## src/rtl/systolic_drain.sv

```systemverilog
// Drains a ROWS x COLS systolic accumulator array into a result buffer, one row per accepted write.
// Optional post-drain PE clear strobe is built when DRAIN_CLEAR_EN is defined.
module systolic_drain #(
  parameter int ROWS   = 4,
  parameter int COLS   = 4,
  parameter int ADDR_W = 12
) (
  input  logic                     clk,
  input  logic                     rst_n,
  input  logic                     start,
  input  logic [ADDR_W-1:0]        base_addr,
  input  logic [ROWS*COLS*32-1:0]  acc_flat,
  output logic                     wr_en,
  output logic [ADDR_W-1:0]        wr_addr,
  output logic [COLS*32-1:0]       wr_data,
  input  logic                     wr_ready,
  output logic                     busy,
  output logic                     done,
  output logic                     pe_clear
);

  localparam int ROW_W    = (ROWS > 1) ? $clog2(ROWS) : 1;
  localparam int ROW_BITS = COLS * 32;

  typedef enum logic [1:0] {IDLE, WRITE, CLEAR, DONE} state_t;

  state_t                           state;
  logic [ROWS-1:0][ROW_BITS-1:0]    snap;
  logic [ROW_W-1:0]                 row;
  logic [ADDR_W-1:0]                base_q;
  logic                             last_row;

  assign last_row = (row == ROW_W'(ROWS - 1));

  // Address and data are pure decodes of frozen state, so they stay stable across stalls.
  assign wr_addr = base_q + ADDR_W'(row);
  assign wr_data = snap[row];

`ifdef DRAIN_CLEAR_EN
  logic pe_clear_q;
  assign pe_clear = pe_clear_q;
`else
  assign pe_clear = 1'b0;
`endif

  always_ff @(posedge clk or negedge rst_n) begin
    if (!rst_n) begin
      state  <= IDLE;
      snap   <= '0;
      row    <= '0;
      base_q <= '0;
      wr_en  <= 1'b0;
      busy   <= 1'b0;
      done   <= 1'b0;
`ifdef DRAIN_CLEAR_EN
      pe_clear_q <= 1'b0;
`endif
    end else begin
      case (state)
        IDLE: begin
          if (start) begin
            snap   <= acc_flat;
            base_q <= base_addr;
            row    <= '0;
            wr_en  <= 1'b1;
            busy   <= 1'b1;
            state  <= WRITE;
          end
        end
        WRITE: begin
          if (wr_ready) begin
            if (last_row) begin
              wr_en <= 1'b0;
`ifdef DRAIN_CLEAR_EN
              pe_clear_q <= 1'b1;
              state      <= CLEAR;
`else
              done  <= 1'b1;
              state <= DONE;
`endif
            end else begin
              row <= row + 1'b1;
            end
          end
        end
        CLEAR: begin
`ifdef DRAIN_CLEAR_EN
          pe_clear_q <= 1'b0;
          done       <= 1'b1;
          state      <= DONE;
`else
          state <= IDLE;
`endif
        end
        DONE: begin
          done  <= 1'b0;
          busy  <= 1'b0;
          state <= IDLE;
        end
        default: state <= IDLE;
      endcase
    end
  end

endmodule

```

## config.mk

```make
export PLATFORM = sky130hd
export DESIGN_NAME = systolic_drain
export DESIGN_NICKNAME = d
export VERILOG_FILES = /design/src/rtl/systolic_drain.sv
export SDC_FILE = /design/constraint.sdc
export NUM_CORES = 1
export LEC_CHECK = 0
export ABC_CLOCK_PERIOD_IN_PS = 2490
export BUFFER_PORTS_ARGS = -buffer_cell sky130_fd_sc_hd__buf_2
export CAP_MARGIN = 20
export CORE_AREA = 5 5 260 262
export CTS_BUF_LIST = sky130_fd_sc_hd__clkbuf_8
export CTS_CLUSTER_DIAMETER = 150
export DETAILED_ROUTE_END_ITERATION = 10
export DIE_AREA = 0 0 265 267
export PLACE_DENSITY = 0.69
export SLEW_MARGIN = 5
export SYNTH_ARGS = -nofsm -noshare
export SYNTH_HDL_FRONTEND = slang
export SYNTH_SLANG_ARGS = --single-unit
```

## constraint.sdc

```tcl
create_clock -name clk -period 2.49 [get_ports clk]
set_clock_uncertainty 0.2 [all_clocks]
set_input_delay 0.498 -clock clk [delete_from_list [all_inputs] [get_ports clk]]
set_output_delay 0.498 -clock clk [all_outputs]
set_load 0.05 [all_outputs]
```

==> impl_metrics.toml, run 1 <==
[synth]
synth_area_per_cell_sq_um = 18.4
ys_types = 33
netlist_area_sq_um = 24500
ys_seq_area_frac = 0.542
yosys_register_bits = 531
yosysTopAreaCellShare = 0.542
async_flop_share = 1.00
ys_top_cells_by_area = "dfrtp_1, mux2_4, mux4_2"
syn_nets = 1861
yosysMostFrequentCell = "dfrtp_1"
synthCells = 1329
synth_edf_count = 0
yosysWarnings = 0
ys_top_cells_by_count = "dfrtp_1, mux2_4, mux2_2, mux4_2, buf_6"
yosys.area.top_type = "dfrtp_1"
synthFlopType = "dfrtp_1"

[hold_path]
hold_class = "in2async"

[timing]
fmax_mhz = 310
finalCritPeriodShare = 1.29
slew_viol_final = 0
setup_viol = 139
hold_viol = 0
rsz0062_at_grt = "yes"
fin_ws_ns = -0.733
final.min_clock_period_ns = 3.22

[run_status]
violations = "negative setup slack"
status = "finished, violations left"

[placed_design]
io_buffers = 670
hpwl_mm = 49.3
place_area_sq_um = 29400
gp_congestion = 0.901

[critical_path]
critPathMaxStageDelay_ns = 0.44
cp_max_fo = 2
crit_required_ns = 1.79
crit_path_start_kind = "flop"
path_class = "reg2out"
cp_cell_sequence = "ha_4 > inv_2 > fa_2 > nand3b_1 > buf_6 > nor3_4 > xor2_4 > buf_12"
crit_buf_inv = 3
cp_top_family = "adder cells"
cp.arrival_ns = 2.53
slowest_stage = "dfrtp_4"
crit_path_end_kind = "output pin"

[floorplan]
initial_core_util = 0.376
rows = 94
die_y_um = 267
die_x_um = 265
core_area_sq_um = 65200
num_io_pins = 672
design.die.area_sq_um = 70800

[cells_and_area]
nets = 3175
syn2layout_area_growth_pct = 56.4
fill_cells = 4614
postLayoutCellArea_sq_um = 38300
drive_gt1_frac = 0.588
final_core_util = 0.589

[cts]
path_clk_slew_ns = 0.07
cts-buffers-inserted = 91
ctsHtreeMaxLevel = 3
root_buffer = "clkbuf_8"
cts.sinks = 531
tritoncts = "built"
clock_latency_ns = 0.64
clockBufferDepth = 3

[power]
powerDensity_nw_per_um2 = 1500
peakVddDrop_mv = 1.05
p_leak_nw = 17.6

[global_route]
grt.overflow.total = 0
antenna_found_initial = 16
groute.usage.overall = 0.220
grt_pass1_vias = 20700
grt_first_pass_wirelength_mm = 122
grt_max_degree = 73

[routing]
vias = 18100
drt_iter0_drc = 1166
drc = 0
wire_per_inst_um = 24.3
drt-total-wl_mm = 87.0
drtAntennaViolNets = 0
dr.pass1.iters = 5
viasPerCell = 5.04

[run]
cap_violations = 0
state kept, by name, summed over array words and instances (netlist names):
name and cells:
base_q 12, busy 1, done 1, row 2, snap 512, state 2, wr_en 1
area by class of cell:
class / count / area, sq um / share of cell area
clock buffer: 114 / 1570 / 0.0409
tap: 864 / 1080 / 0.0282
sequential: 531 / 13300 / 0.347
clock inverter: 42 / 255 / 0.00666
antenna: 17 / 42.5 / 0.00111
timing repair buffer: 1310 / 11400 / 0.296
multi-input combinational: 702 / 10700 / 0.279
inverter: 7 / 26.3 / 0.000685
per-stage QoR:
stage	std cells	hold WS [ns]	setup slack, ns	total power [mW]	setup TNS, ns
final	3587	0.0891	-0.733	57.3	-80.07
after global routing	3586	0.0705	-0.885	59.4	-94.83
after CTS	3541	0.0366	-0.788	51.8	-95.15
after detailed placement	2848	0.228	-0.172	42.1	-0.936
after global placement	2848	0.222	-0.204	41.5	-0.828
after floorplan	1329	0.00241	-0.261	35.7	-0.856
cell usage in the layout (no fill, tap or decap), types with 2 or more instances in the layout:
cell,n
nand4_1,2
buf_12,41
mux2i_1,2
o22ai_1,2
diode_2,17
inv_2,4
buf_2,529
nand2_1,4
clkbuf_8,115
mux4_2,128
buf_8,13
a21oi_1,4
buf_16,9
ha_4,2
mux2_2,164
xor2_4,4
nor2_1,3
clkinvlp_4,2
buf_4,46
nor2_4,2
dfrtp_4,2
clkbuf_16,14
xnor2_2,2
inv_1,30
buf_6,130
mux2_4,360
inv_12,3
clkinv_2,7
dfrtp_1,529
nor2b_1,2
dlygate4sd3_1,527
xor2_2,2
layer usage:
layer	up-vias	wire length [um]	track usage
met5	-	13	0
met4	2	5140	0.123
met3	320	6070	0.0617
met2	912	44300	0.377
met1	9252	31500	0.250
li1	7608	-	-
where the power goes:
part           switching, mW  internal (mW)  total, mW  leakage [nW]
Sequential              3.16           13.1       16.2          6.36
Combinational           16.5           16.5       33.0          10.2
Clock                   3.83           4.25       8.08          1.04
Total                   23.5           33.8       57.3          17.6
logic make-up (layout without fill, tap and decap cells):
group,Yosys count,after routing,synth area share
AND/OR/NAND/NOR,22,22,0.00470
AO/OA/AOI/OAI,11,11,0.00265
other,1,18,0.000153
XOR/XNOR,10,10,0.00357
multiplexers,654,654,0.414
buffers and inverters,96,1473,0.0302
flip-flops,531,531,0.542
adder cells (fa/ha/maj),4,4,0.00235
worst reg2reg max path, stage by stage, from the launching register on:
cell and delay, ns:
dfrtp_4 0.50, buf_6 0.15, buf_16 0.15, buf_6 0.12
clkbuf_16 0.16, buf_4 0.15, ha_1 0.22, nor2b_1 0.22
mux2i_1 0.22, o22ai_1 0.09
timing repair:
| action | 4_1_cts | 5_1_grt |
|---|---|---|
| setup endpoints to repair | 139 | 139 |
| setup buffers | 6 | 15 |
| hold endpoints to repair | 809 | 0 |
| resized for setup | 39 | 417 |
| hold buffers | 527 | 0 |
| cloned | 4 | 18 |
| pin swaps | 14 | 5 |
worst paths after layout:
| check | start | to | slack [ns] | cells past startpoint |
|---|---|---|---|---|
| min in group clk | snap[431]$_DFFE_PN0P_ | snap[431]$_DFFE_PN0P_ | 0.30 | 1 |
| max in group asynchronous | rst_n | snap[349]$_DFFE_PN0P_ | 1.00 | 4 |
| worst min-delay path | rst_n | snap[384]$_DFFE_PN0P_ | 0.09 | 2 |
| worst min register to register | snap[431]$_DFFE_PN0P_ | snap[431]$_DFFE_PN0P_ | 0.30 | 1 |
| worst max register to register | row[0]$_DFFE_PN0P_ | row[0]$_DFFE_PN0P_ | 0.19 | 9 |
| worst max-delay path | row[0]$_DFFE_PN0P_ | wr_addr[10] | -0.73 | 8 |
Note: power is estimated with default switching activity, not from simulation.
==> run 2: changes to the inputs <==
Settings changed: ABC_CLOCK_PERIOD_IN_PS 2490 to 3000, CTS_CLUSTER_SIZE set to 10, PLACE_DENSITY 0.69 to 0.67.
Clock period 2.49 ns to 3 ns, I/O delays scaled along.
==> run 2 against run 1 <==
  * The run still ends with negative setup slack left
  * Combinational power down 17%
  * Final cell count down 2.8%
  * Count of clock-buffer cells in the layout down 53
  * Total power down 21%
  * Non-clock buffer count down 9
  * Sequential cell count unchanged
  * Critical path depth unchanged
  * Sequential power down 17%
  * Hold slack better by 0.18 ns
  * Sequential share of layout area up 1.0 points
  * Via count down 1.7%
==> impl_metrics.toml, run 2 (same netlist as run 1, synthesis figures left out) <==
[critical_path]
reg2reg_depth = 10
r2r_slack_ns = 0.53
crit_buf_inv = 3
cp_max_fo = 4
cp_common_cell = "buf_6"
crit_path_start_kind = "flop"
slowest_stage = "dfrtp_4"
cp.arrival_ns = 2.55
crit_required_ns = 2.20
crit_cells = 8
critPathMaxStageDelay_ns = 0.47
cp_top_family = "adder cells"
cp-endpoint = "wr_addr[10]"
path_class = "reg2out"
timing.rr.start = "row[0]$_DFFE_PN0P_"
startpoint = "row[0]$_DFFE_PN0P_"
crit_path_end_kind = "output pin"
cp_cell_sequence = "ha_4 > inv_2 > fa_2 > nand3b_1 > buf_6 > nor3_4 > xor2_4 > buf_6"
worst_r2r_endpoint = "row[0]$_DFFE_PN0P_"

[power]
peakVddDrop_mv = 0.924
p_leak_nw = 17.0
powerDensity_nw_per_um2 = 1210

[timing]
hold_viol = 0
rsz0062_at_grt = "yes"
final.min_clock_period_ns = 3.35
fmax_mhz = 298
setup_viol = 135
finalCritPeriodShare = 1.12
fin_ws_ns = -0.353
slew_viol_final = 0

[routing]
dr.pass1.iters = 7
vias = 17800
drtAntennaViolNets = 0
viasPerCell = 5.10
drc = 0
drt_iter0_drc = 1128
wire_per_inst_um = 25.0
drt-total-wl_mm = 87.3

[cts]
root_buffer = "clkbuf_8"
ctsHtreeMaxLevel = 2
cts-buffers-inserted = 59
clock_latency_ns = 0.65
cts.sinks = 531
tritoncts = "built"
path_clk_slew_ns = 0.09
clockBufferDepth = 3

[cells_and_area]
layout_commonest_cell = "buf_2"
regMostFlops = "snap"
fill_cells = 4710
drive_gt1_frac = 0.580
layout_common_cells = "buf_2, dlygate4sd3_1, dfrtp_1"
multiInputGateArea_sq_um = 10700
largest_register_ffs = 512
nets = 3134
final_cells = 3485
largestRegisters = "snap x512, base_q x12"
register_area_sq_um = 13300
syn2layout_area_growth_pct = 52.1

[floorplan]
initial_core_util = 0.376
num_io_pins = 672
rows = 94
die_y_um = 267
core_area_sq_um = 65200
design.die.area_sq_um = 70800
die_x_um = 265

[placed_design]
hpwl_mm = 50.5
io_buffers = 670
dp_slack_ns = 0.0462
gp_congestion = 0.925
dp.cells = 2824

[global_route]
grt_first_pass_wirelength_mm = 123
antenna_found_initial = 15
groute.usage.overall = 0.224
grt_max_degree = 82
grt_pass1_vias = 20500
grt.overflow.total = 0

[run_status]
status = "finished, violations left"
violations = "negative setup slack"

[run]
cap_violations = 0

[hold_path]
hold_class = "in2async"
-- run 2: cell count changes in the layout (fill, tap and decap cells not counted), moves of 8 or more --
cell | previous run | this run
buf_12 | 41 | 28
clkbuf_8 | 115 | 61
buf_16 | 9 | 17
inv_1 | 30 | 7
buf_8 | 13 | 22
-- run 2: what timing repair did --
action / in CTS / in global routing
hold buffers: 527 / 0
buffers inserted: 15 / 17
endpoints found under the setup margin: 139 / 138
resized for setup: 232 / 148
pin swaps: 9 / 6
cloned: 12 / 12
hold endpoints to repair: 573 / 0
-- run 2: layout make-up --
cell class	count	share of cell area
Sequential cell	531	0.357
Timing Repair Buffer	1301	0.303
Multi-Input combinational cell	702	0.286
Tap cell	864	0.0290
Clock buffer	61	0.0225
Antenna cell	16	0.00107
Inverter	7	0.000705
Clock inverter	3	0.000436
-- run 2: worst min-delay path by stage --
stage / startpoint / endpoint / slack [ns] / depth (start not counted)
3_5_place_dp: snap[292]$_DFFE_PN0P_ / snap[292]$_DFFE_PN0P_ / 0.29 / 1
2_1_floorplan: rst_n / base_q[0]$_DFFE_PN0P_ / 0.10 / 0
4_1_cts: rst_n / snap[287]$_DFFE_PN0P_ / 0.20 / 2
5_1_grt: rst_n / snap[287]$_DFFE_PN0P_ / 0.26 / 2
3_3_place_gp: snap[423]$_DFFE_PN0P_ / snap[423]$_DFFE_PN0P_ / 0.28 / 1
6_report: rst_n / snap[287]$_DFFE_PN0P_ / 0.27 / 2
-- run 2: through the flow --
stage / utilization / power [mW] / setup TNS [ns] / instance area (sq um) / hold WS [ns]
finish: 0.572 / 45.1 / -19.17 / 37300 / 0.265
global route: 0.572 / 46.7 / -32.64 / 37300 / 0.258
floorplan: - / 29.6 / 0 / 24600 / 0.104
CTS: 0.559 / 42.7 / -31.79 / 36400 / 0.205
global placement: 0.446 / 34.1 / 0 / 29000 / 0.285
detailed placement: 0.446 / 34.5 / 0 / 29000 / 0.288
-- run 2: layer usage --
layer  part of all wire  global-route usage
met1               0.36               0.260
met2               0.51               0.391
met3              0.069              0.0510
met4              0.059               0.116
met5            0.00015                   0
-- run 2: power breakdown --
| group | total [mW] | internal [mW] | switching [mW] |
|---|---|---|---|
| Clock | 4.33 | 1.80 | 2.52 |
| Combinational | 27.3 | 13.7 | 13.6 |
| Sequential | 13.5 | 10.8 | 2.66 |
==> run 3: changes to the inputs <==
Settings changed: SETUP_SLACK_MARGIN set to 0.05.
==> run 3 against run 2 <==
  * The run still ends with negative setup slack left
  * Via count is 2.1% lower
  * Sequential share of layout area is 0.35 points higher
  * Core utilization is 0.57 points lower
  * Largest power group unchanged
  * Clock power hardly changed
  * Global-route usage is 0.19 points lower
  * Final cell count is 0.32% lower
==> impl_metrics.toml, run 3 (same netlist as run 1, synthesis figures left out) <==
[floorplan]
initial_core_util = 0.376
core_area_sq_um = 65200
rows = 94
design.die.area_sq_um = 70800
die_y_um = 267
num_io_pins = 672
die_x_um = 265

[cells_and_area]
largest_register_ffs = 512
layout_commonest_cell = "buf_2"
drive_gt1_frac = 0.578
largestRegisters = "snap x512, base_q x12"
register_area_sq_um = 13300
layout_common_cells = "buf_2, dfrtp_1, dlygate4sd3_1"
final_cells = 3474
nets = 3117
regMostFlops = "snap"
syn2layout_area_growth_pct = 50.5
fill_cells = 4756
multiInputGateArea_sq_um = 10700

[cts]
path_clk_slew_ns = 0.08
tritoncts = "built"
clock_latency_ns = 0.65
clockBufferDepth = 3
cts-buffers-inserted = 59
cts.sinks = 531
root_buffer = "clkbuf_8"
ctsHtreeMaxLevel = 2

[routing]
drt-total-wl_mm = 81.7
vias = 17400
dr.pass1.iters = 5
drtAntennaViolNets = 0
viasPerCell = 5.01
drc = 0
wire_per_inst_um = 23.5
drt_iter0_drc = 932

[placed_design]
dp.cells = 2827
gp_congestion = 0.890
io_buffers = 670
hpwl_mm = 50.3

[timing]
fmax_mhz = 296
slew_viol_final = 0
hold_viol = 0
rsz0062_at_grt = "yes"
setup_viol = 135
fin_ws_ns = -0.375
final.min_clock_period_ns = 3.37
tightest_slew_ns = 0.703
finalCritPeriodShare = 1.12
relSlewSlack = 0.532

[critical_path]
crit_path_start_kind = "flop"
crit_path_end_kind = "output pin"
timing.rr.start = "row[0]$_DFFE_PN0P_"
reg2reg_depth = 8
worst_r2r_endpoint = "row[1]$_DFFE_PN0P_"
cp.arrival_ns = 2.57
cp_max_fo = 4
r2r_slack_ns = 0.71
path_class = "reg2out"
crit_required_ns = 2.20

[power]
powerDensity_nw_per_um2 = 1200
p_sw_frac = 0.413
pwr-share-clk = 0.098
peakVddDrop_mv = 0.912
p_sw_mw = 18.3
pwr-share-comb = 0.598
p_seq_frac = 0.304
p_leak_nw = 16.8
p_int_mw = 26.0
p_total_mw = 44.3

[global_route]
antenna_found_initial = 23
grt_pass1_vias = 20400
grt_max_degree = 72
grt_first_pass_wirelength_mm = 123
grt.overflow.total = 0
groute.usage.overall = 0.222

[hold_path]
min_to = "busy$_DFFE_PN0P_"
holdPathStages = 3
hp-start = "start"
hold_class = "in2reg"

[run_status]
violations = "negative setup slack"
status = "finished, violations left"

[run]
cap_violations = 0
## run 3: cell types whose count changed in the layout (fill, tap and decap cells not counted), sizes merged
cell,previous run,this run
clkbuf,73,62
bufbuf,0,1
diode,16,22
dlygate4sd3,527,525
buf,762,757
## run 3: per-stage QoR
| stage | TNS (ns) | hold WS (ns) | setup WS (ns) | util | area (sq um) |
|---|---|---|---|---|---|
| floorplan | 0 | 0.104 | 0.0690 | - | 24600 |
| global placement | 0 | 0.284 | 0.0554 | 0.445 | 29000 |
| detailed placement | 0 | 0.288 | 0.0314 | 0.445 | 29000 |
| CTS | -28.52 | 0.00000644 | -0.362 | 0.564 | 36700 |
| global route | -32.93 | 0.0197 | -0.502 | 0.566 | 36900 |
| finish | -18.16 | 0.0849 | -0.375 | 0.566 | 36900 |
## run 3: final cells by class
cell class	instances	share of cell area
clock inverter	3	0.000441
timing repair buffer	1284	0.296
inverter	7	0.000712
multi-input combinational	702	0.289
antenna	22	0.00149
sequential	531	0.360
clock buffer	61	0.0228
tap	864	0.0293
## run 3: worst max-delay path by stage
stage                  endpoint  cells past startpoint               start
finish              wr_addr[10]                      8  row[0]$_DFFE_PN0P_
global route        wr_addr[10]                      8  row[0]$_DFFE_PN0P_
CTS                 wr_addr[10]                      8  row[0]$_DFFE_PN0P_
detailed placement  wr_addr[11]                      6  row[1]$_DFFE_PN0P_
global placement    wr_addr[11]                      6  row[1]$_DFFE_PN0P_
floorplan           wr_addr[10]                      7  row[1]$_DFFE_PN0P_
## run 3: layer usage
layer	global-route usage	vias to the layer above	wire length, um
met1	0.257	9060	30100
met5	0	-	14
met2	0.390	698	42300
met4	0.102	4	3990
met3	0.0566	227	5280
li1	-	7423	-
## run 3: what timing repair did
| action | 4_1_cts | 5_1_grt |
|---|---|---|
| resized for setup | 320 | 32 |
| hold endpoints to repair | 571 | 0 |
| endpoints found under the setup margin | 139 | 139 |
| pin swaps | 12 | 5 |
| buffers inserted | 22 | 5 |
| gates cloned | 13 | 1 |
| hold buffers | 525 | 0 |
## run 3: power groups by stage
stage	Clock, mW	Combinational (mW)	Sequential (mW)
finish	4.35	26.5	13.4
global route	4.78	27.5	13.7
global placement	0	21.0	13.1
CTS	4.51	26.0	13.2
detailed placement	0	21.3	13.2
floorplan	0	17.4	12.3
## run 3: critical path, cell delays in order, from the launching register on
cell	delay [ns]
dfrtp_4	0.47
ha_4	0.16
inv_2	0.04
fa_2	0.37
nand3b_1	0.19
buf_6	0.16
nor3_4	0.20
xor2_4	0.17
buf_6	0.17
